--- config.mk ---
export PLATFORM = sky130hd
export DESIGN_NAME = fma_align_seq
export DESIGN_NICKNAME = d
export VERILOG_FILES = /design/src/rtl/fma_align_seq.sv
export SDC_FILE = /design/constraint.sdc
export NUM_CORES = 1
export LEC_CHECK = 0
export ABC_AREA = 1
export BUFFER_PORTS_ARGS = -buffer_cell sky130_fd_sc_hd__buf_4
export CELL_PAD_IN_SITES_DETAIL_PLACEMENT = 1
export CELL_PAD_IN_SITES_GLOBAL_PLACEMENT = 1
export CORE_ASPECT_RATIO = 0.5
export CORE_MARGIN = 3
export CORE_UTILIZATION = 45
export DETAILED_ROUTE_END_ITERATION = 12
export GPL_TIMING_DRIVEN = 1
export PLACE_DENSITY = 0.93
export SYNTH_ARGS = -nofsm -noshare
export SYNTH_HDL_FRONTEND = slang
export SYNTH_SLANG_ARGS = --single-unit
--- constraint.sdc ---
create_clock -name clk -period 3.4 [get_ports clk]
set_input_delay 0.51 -clock clk [delete_from_list [all_inputs] [get_ports clk]]
set_output_delay 0.51 -clock clk [all_outputs]
set_load 0.03 [all_outputs]
--- src/rtl/fma_align_seq.sv ---
// Exponent compare and mantissa alignment for an FMA datapath.
// Picks the larger-exponent operand, then right-shifts the other one
// by up to SHIFT_STEP bits per cycle, collecting shifted-out bits in sticky.
//
// state | meaning
// IDLE  | waiting for an operand set (in_ready high)
// CMP   | compare exponents, load big/small mantissas and clamped shift count
// SHIFT | align man_small, at most SHIFT_STEP bits per cycle
// DONE  | result held on the outputs until out_ready
module fma_align_seq #(
   parameter int SHIFT_STEP = 8
) (
   input  logic        clk,
   input  logic        rst_n,
   input  logic        in_valid,
   output logic        in_ready,
   input  logic [7:0]  exp_P,
   input  logic [7:0]  exp_C,
   input  logic [47:0] man_P,
   input  logic [23:0] man_C,
   output logic        out_valid,
   input  logic        out_ready,
   output logic [1:0]  sel,
   output logic [7:0]  exp_max,
   output logic [47:0] man_big,
   output logic [47:0] man_small,
   output logic        sticky,
   output logic        busy
);

   typedef enum logic [1:0] {IDLE, CMP, SHIFT, DONE} state_t;

   localparam logic [5:0] STEP    = 6'(SHIFT_STEP);
   localparam logic [5:0] MAX_SHF = 6'd48;

   state_t      state_q, state_d;
   logic        rdy_q, rdy_d;
   logic [7:0]  exp_p_q, exp_p_d;
   logic [7:0]  exp_c_q, exp_c_d;
   logic [47:0] man_p_q, man_p_d;
   logic [23:0] man_c_q, man_c_d;
   logic [5:0]  rem_q, rem_d;
   logic [1:0]  sel_q, sel_d;
   logic [7:0]  exp_max_q, exp_max_d;
   logic [47:0] man_big_q, man_big_d;
   logic [47:0] man_small_q, man_small_d;
   logic        sticky_q, sticky_d;

   logic [7:0]  diff;
   logic [5:0]  k;
   logic [47:0] out_mask;

   // State and datapath registers; reset discards any operation in flight.
   always_ff @(posedge clk or negedge rst_n) begin
      if (!rst_n) begin
         state_q     <= IDLE;
         rdy_q       <= 1'b0;
         exp_p_q     <= '0;
         exp_c_q     <= '0;
         man_p_q     <= '0;
         man_c_q     <= '0;
         rem_q       <= '0;
         sel_q       <= '0;
         exp_max_q   <= '0;
         man_big_q   <= '0;
         man_small_q <= '0;
         sticky_q    <= 1'b0;
      end else begin
         state_q     <= state_d;
         rdy_q       <= rdy_d;
         exp_p_q     <= exp_p_d;
         exp_c_q     <= exp_c_d;
         man_p_q     <= man_p_d;
         man_c_q     <= man_c_d;
         rem_q       <= rem_d;
         sel_q       <= sel_d;
         exp_max_q   <= exp_max_d;
         man_big_q   <= man_big_d;
         man_small_q <= man_small_d;
         sticky_q    <= sticky_d;
      end
   end

   // Next-state and datapath updates for each FSM state.
   always_comb begin
      state_d     = state_q;
      exp_p_d     = exp_p_q;
      exp_c_d     = exp_c_q;
      man_p_d     = man_p_q;
      man_c_d     = man_c_q;
      rem_d       = rem_q;
      sel_d       = sel_q;
      exp_max_d   = exp_max_q;
      man_big_d   = man_big_q;
      man_small_d = man_small_q;
      sticky_d    = sticky_q;
      diff        = 8'd0;
      k           = (rem_q < STEP) ? rem_q : STEP;
      // a 48-bit shift by 48 yields zero, so the mask becomes all ones
      out_mask    = ~(48'hFFFF_FFFF_FFFF << k);

      case (state_q)
         IDLE: begin
            if (in_valid && rdy_q) begin
               exp_p_d = exp_P;
               exp_c_d = exp_C;
               man_p_d = man_P;
               man_c_d = man_C;
               state_d = CMP;
            end
         end
         CMP: begin
            if (exp_p_q > exp_c_q) begin
               sel_d       = 2'b00;
               diff        = exp_p_q - exp_c_q;
               exp_max_d   = exp_p_q;
               man_big_d   = man_p_q;
               man_small_d = {man_c_q, 24'b0};
            end else if (exp_c_q > exp_p_q) begin
               sel_d       = 2'b01;
               diff        = exp_c_q - exp_p_q;
               exp_max_d   = exp_c_q;
               man_big_d   = {man_c_q, 24'b0};
               man_small_d = man_p_q;
            end else begin
               sel_d       = 2'b10;
               exp_max_d   = exp_p_q;
               man_big_d   = man_p_q;
               man_small_d = {man_c_q, 24'b0};
            end
            rem_d    = (diff > 8'd48) ? MAX_SHF : diff[5:0];
            sticky_d = 1'b0;
            state_d  = (rem_d == 6'd0) ? DONE : SHIFT;
         end
         SHIFT: begin
            sticky_d    = sticky_q | (|(man_small_q & out_mask));
            man_small_d = man_small_q >> k;
            rem_d       = rem_q - k;
            if (rem_d == 6'd0) state_d = DONE;
         end
         DONE: begin
            if (out_ready) state_d = IDLE;
         end
         default: state_d = IDLE;
      endcase

      rdy_d = (state_d == IDLE);
   end

   assign in_ready  = rdy_q;
   assign out_valid = (state_q == DONE);
   assign busy      = (state_q != IDLE);
   assign sel       = sel_q;
   assign exp_max   = exp_max_q;
   assign man_big   = man_big_q;
   assign man_small = man_small_q;
   assign sticky    = sticky_q;

endmodule

* Word level (Yosys, flattened, before mapping)
Index checks and enable logic that the tools add are counted.
Operators by class: add/subtract/negate cells 3, $lt $le $gt $ge 4, equal/unequal tests 3, shift operators 2, mux-type cells 21, bitwise gates (word level) 3, reduce and logical (&&, ||, !) cells 9
Operators by type and width (number):
- 48-bit 2-to-1 mux | 4
- 48-bit case mux with 2 select lines | 1
- 48-bit bitwise AND | 1
- 48-bit inverter | 1
- 48-bit OR reduction | 1
- 48-bit by 6-bit << shifter with 48-bit output (first input constant) | 1
- 48-bit by 6-bit >> shifter with 48-bit output | 1
- 8-bit 2-to-1 mux | 5
- 8-bit greater-than comparator | 2
- 8-bit subtractor | 2
- 6-bit logical NOT | 2
- 6-bit 2-to-1 mux | 2
- 6-bit case mux with 2 select lines | 1
- 2-bit 2-to-1 mux | 5
- 8-bit by 6-bit greater-than comparator with 1-bit output (second input constant) | 1
- 2-bit case mux with 4 select lines | 1
- 6-bit by 4-bit < comparator with 1-bit output (second input constant) | 1
- 6-bit subtractor | 1
- 2-bit == test (second input constant) | 2
- 2-bit logical NOT | 2
- 2-bit nonzero test | 2
- 2-bit by 1-bit == test with 1-bit output (second input constant) | 1
- 1-bit case mux with 2 select lines | 1
- 2-bit AND reduction | 1
- other kinds (3) | 3
Word-level totals: bits in registers 204, output and inout port bits 110, word-level logic and storage cells 57

* Depth between registers and ports, before layout
depth in word-level cells 10, mapped depth 19, mapped depth without buffers 19

* Worst setup path before layout
OpenSTA, ideal clock, no wires.
path type reg-to-reg, start register exp_p_q[0], end register rdy_q, in the netlist in_ready, library setup time 0.116 ns, arrival time 2.134 ns, data required time 3.284 ns, path slack 1.150 ns, cell stages (with the launch flop) 18, buffers on the path 0, period minus slack after synthesis 2.250 ns, cells stage by stage dfrtp_1 > inv_1 > ha_1 > fa_1 > inv_1 > nand2_1 > nand2_2 > nand2_2 > a21oi_2 > nor2_1 > nor2_1 > nand2_1 > nor2_2 > nand4_1 > o21bai_1 > nand2_1 > nand2_1 > nor2_1
On the way: longest elaborated chain between the ends 10, elaborated cells between the ends (all ways) 13, classes of those cells add/sub: 2; order compare: 3; mux: 6; reduce/logical: 2
RTL lines:
- from (decl) | line 38 | logic [7:0] exp_p_q, exp_p_d;
- from (signal assigned) | line 71 | exp_p_q <= exp_p_d;
- 8-bit subtractor / 8-bit greater-than comparator (equally long branches) | line 121, 119
- 8-bit 2-to-1 mux | line 119 | end else if (exp_c_q > exp_p_q) begin
- 8-bit 2-to-1 mux (*) | line 113 | if (exp_p_q > exp_c_q) begin
- 8-bit 2-to-1 mux (*) | line 102 | case (state_q)
- 8-bit by 6-bit greater-than comparator with 1-bit output | line 131 | rem_d = (diff > 8'd48) ? MAX_SHF : diff[5:0];
- 6-bit 2-to-1 mux (*) | line 131
- 6-bit logical NOT (*) | line 133 | state_d = (rem_d == 6'd0) ? DONE : SHIFT;
- 1-bit 2-to-1 mux (*) | line 133
- 2-bit case mux with 4 select lines (*) | line 102
- net state_d[0] | line 36 | state_t state_q, state_d;
- 2-bit logical NOT (*) | line 147 | rdy_d = (state_d == IDLE);
- net rdy_d | line 37 | logic rdy_q, rdy_d;
- to (signal assigned) | line 70 | rdy_q <= rdy_d;
- to (decl) | line 37
The timed path passes the listed nets; every way through them passes the cells marked *. The select of a mux whose other input is x is not followed. A chain may end at the register's enable or synchronous reset.

* Final worst setup path
start register exp_c_q[0], end register man_small_q[35], in the netlist man_small[35]
On the way: longest elaborated chain between the ends 4, elaborated cells between the ends (all ways) 5, classes of those cells order compare: 2; mux: 3
RTL lines:
- from (decl) | line 39 | logic [7:0] exp_c_q, exp_c_d;
- from (signal assigned) | line 72 | exp_c_q <= exp_c_d;
- 8-bit greater-than comparator | line 119
- 48-bit 2-to-1 mux | line 119
- 48-bit 2-to-1 mux (*) | line 113
- 48-bit case mux with 2 select lines (*) | line 102
- to (signal assigned) | line 79 | man_small_q <= man_small_d;
- to (decl) | line 46 | logic [47:0] man_small_q, man_small_d;
Mark *: on every way between the ends. The rest lies on a longest branch, timed or not.

==> metrics <==
critical path data required time=3.78 ns; Syn Nets=roughly 1500; detailed-route vias per instance=between 5 and 6; area of the core region=24400 sq um; worst reg2reg endpoint=man_small[35]$_DFFE_PN0P_; aggregate negative setup slack=0 ns; Placement Rows=40; number of flops mapped to enable cells by yosys=0; vias in the first global route=12153; final global-route overflow total=0; number of gates given a new drive strength after cts=0; Post-CTS Setup Bufs=0; number of buffers added by the clock tree synthesis step=21; CTS Hold Bufs=0; Final #Nets=roughly 1700; share of the yosys chip area belonging to registers=44.9%; multi-input combinational cell area=5390 sq um; Setup-failing EPs final=0; Maximum Capacitance Violations=0; run status=completed; Storage cell area=5100 sq um; fraction of met2 tracks used by global routing=between 50% and 60%; level count of the clock H-tree=1; First DRT Iteration DRCs=910; clock slew seen by the registers of the worst setup and hold paths=approximately 0.07 ns; share of cells above drive strength 1=21.8%; count of warnings emitted by yosys=0; total length of routed wires=43300 um; drt wl/cell=22.5 um; number of vias in the routed layout=11124; largest cells by area after synthesis=dfrtp_1 45%, nand2_1 10%, o21ai_0 7.1%; post-detailed-placement half-perimeter wirelength=30700 um; cell taking the most area after synthesis=dfrtp_1; top-level I/O count=202; Period minus WS final=slightly above 3 ns; number of buffer cells added on primary ports=201; Die ar.=between 20000 and 30000 sq um; worst slew pin tran=0.797 ns; fillcell total=just over 3000; number of distinct library cell variants in the gate-level netlist after synthesis=58; overall fraction of global-route tracks in use=a little under a third; most frequent cell after synthesis=nand2_1; Max Transition Viols Final=0; class of the most critical setup path=reg -> reg; synth-to-layout area growth=22.3%; startpoint of the most critical register-to-register path=exp_c_q[0]$_DFFE_PN0P_; maximum buffer depth of the clock tree=3; final hold violation count=0; clock tree sinks=204; insertion delay of the later-clocked pin in the worst-skew pair=0.53 ns; DRC errors left=0; average size of a mapped cell=8.05 sq um; top cells by count, synth=308 x nand2_1, 204 x dfrtp_1, 162 x o21ai_0; Critical Path Max Stage Delay=approximately 0.4 ns; register-to-register setup slack=0.33 ns; maximum fanout along the worst path=30; global-route wire length before repair=68400 um; Max Freq=~0.33 GHz; clock tree skew after final layout=0.0204 ns; post-route fraction of the period consumed by the critical path=between 90% and 100%; endpoint class of the critical path=flip-flop; fraction of post-synthesis cell area in the top cell type by area=between 40 and 50%; TritonCTS clock tree=yes; type of element launching the critical path=flip-flop; Mapped Area=between 10000 and 15000 sq um; met1 routing resource usage after global routing=40.3%; post-synthesis async set-or-reset flop share=100%; count of cells along the worst register-to-register path=15; cell at the slowest stage of the critical path=dfrtp_1; largest net degree at the start of global routing=87; most used routing layer=met2; die width=231 um; clock root buffer=clkbuf_16; data arrival time of the critical path=3.44 ns; GPL Wtd Cong=0.910; tightest slew margin relative to the limit=46.8%; initial antenna violation count=0; main flop type after synthesis=dfrtp_1; #FFs+latches synth=204; Pre-antenna DRT Iters=5; diodes inserted=0; antenna-violating nets left=0; met3 Track Usage GR=7.59%; cell-by-cell listing of the critical path=inv_1 > ha_1 > inv_1 > fa_1 > nand2_1 > nand2_1 > nand3_1 > nand2_2 > nand2_2 > nor2_8 > inv_2 > buf_4 > a21oi_1 > o21ai_0 > o221ai_1; classification of the worst-slack hold path=in -> async; initial core utilization=~47%; Post-Syn Instances=1412; overall die height=118 um; RSZ-0062 raised after global routing=false
-- sequential cells by signal, summed over array words and instances, names as in the netlist --
register   cells
man_big       48
man_small     48
exp_p_q        8
sticky         1
exp_c_q        8
man_p_q       48
in_ready       1
state_q        2
exp_max        8
rem_q          6
sel            2
man_c_q       24
-- how the worst max path moves through the flow --
| stage | from | end | slack (ns) | cells past startpoint |
|---|---|---|---|---|
| global route | exp_c_q[0]$_DFFE_PN0P_ | man_small[27]$_DFFE_PN0P_ | 0.06 | 16 |
| finish | exp_c_q[0]$_DFFE_PN0P_ | man_small[35]$_DFFE_PN0P_ | 0.33 | 15 |
| floorplan | exp_p_q[0]$_DFFE_PN0P_ | in_ready$_DFF_PN0_ | 1.15 | 17 |
| detailed placement | exp_c_q[0]$_DFFE_PN0P_ | man_big[5]$_DFFE_PN0P_ | 0.15 | 13 |
| global placement | exp_p_q[6]$_DFFE_PN0P_ | man_small[27]$_DFFE_PN0P_ | 0.47 | 14 |
| CTS | exp_c_q[0]$_DFFE_PN0P_ | man_big[5]$_DFFE_PN0P_ | 0.09 | 13 |
-- stage by stage --
stage | instances | cell area, sq um | hold WS (ns) | worst slack (ns) | utilization, %
floorplan | 1412 | 11400 | 0.214 | 1.15 | -
global placement | 1893 | 13100 | 0.473 | 0.467 | 53.8
detailed placement | 1893 | 13100 | 0.486 | 0.149 | 53.8
CTS | 1929 | 13900 | 0.0770 | 0.0855 | 56.9
global route | 1930 | 13900 | 0.0825 | 0.0605 | 57.0
finish | 1930 | 13900 | 0.0377 | 0.335 | 57.0
-- critical path, delay by kind of cell, from the launching register on --
kind / cells / cell delay [ns]
buffers and inverters: 4 / 0.79
adder cells (fa/ha/maj): 2 / 0.56
AO/OA/AOI/OAI: 3 / 0.48
AND/OR/NAND/NOR: 6 / 0.67
flip-flops: 1 / 0.40
-- routing by layer --
metal | wire length, um | part of all wire, %
met5 | 0 | 0
met4 | 1420 | 3.3
met3 | 2920 | 6.7
met2 | 20700 | 48
met1 | 18300 | 42
-- cell usage in the layout (no fill, tap or decap), drive strengths merged, types with 6 or more instances in the layout --
| cell | synthesis | final |
|---|---|---|
| a21oi | 86 | 86 |
| a31oi | 6 | 6 |
| dfrtp | 204 | 204 |
| mux2i | 7 | 7 |
| a22o | 17 | 17 |
| o22ai | 21 | 21 |
| nand3 | 41 | 41 |
| o21ai | 206 | 206 |
| inv | 132 | 136 |
| nor2 | 146 | 147 |
| o221ai | 11 | 11 |
| o211ai | 11 | 11 |
| a22oi | 9 | 9 |
| nand2 | 319 | 319 |
| buf | 37 | 223 |
| clkbuf | 42 | 26 |
| ha | 21 | 21 |
| mux2 | 43 | 43 |
-- final cells by class --
type	instances	share of cell area, %
Clock buffer	25	4.10
Inverter	134	3.63
Multi-Input combinational cell	996	38.8
Tap cell	336	3.02
Timing Repair Buffer	224	12.5
Clock inverter	11	1.28
Sequential cell	204	36.7
-- cells by family (layout without fill, tap and decap cells) --
group | Yosys count | after routing | share of synthesized area (%)
and+or+nand+nor | 518 | 519 | 19.0
adders and majority gates | 23 | 23 | 2.66
muxes | 50 | 50 | 4.87
xor gates and xnor gates | 5 | 5 | 0.385
AOI/OAI and AO/OA | 398 | 398 | 20.3
buffers and inverters | 213 | 394 | 7.90
DFF | 204 | 204 | 44.9
other | 1 | 1 | 0.0330
Power is not shown: default switching activity piles up to over one toggle a cycle in this logic, so the estimate is an artifact.
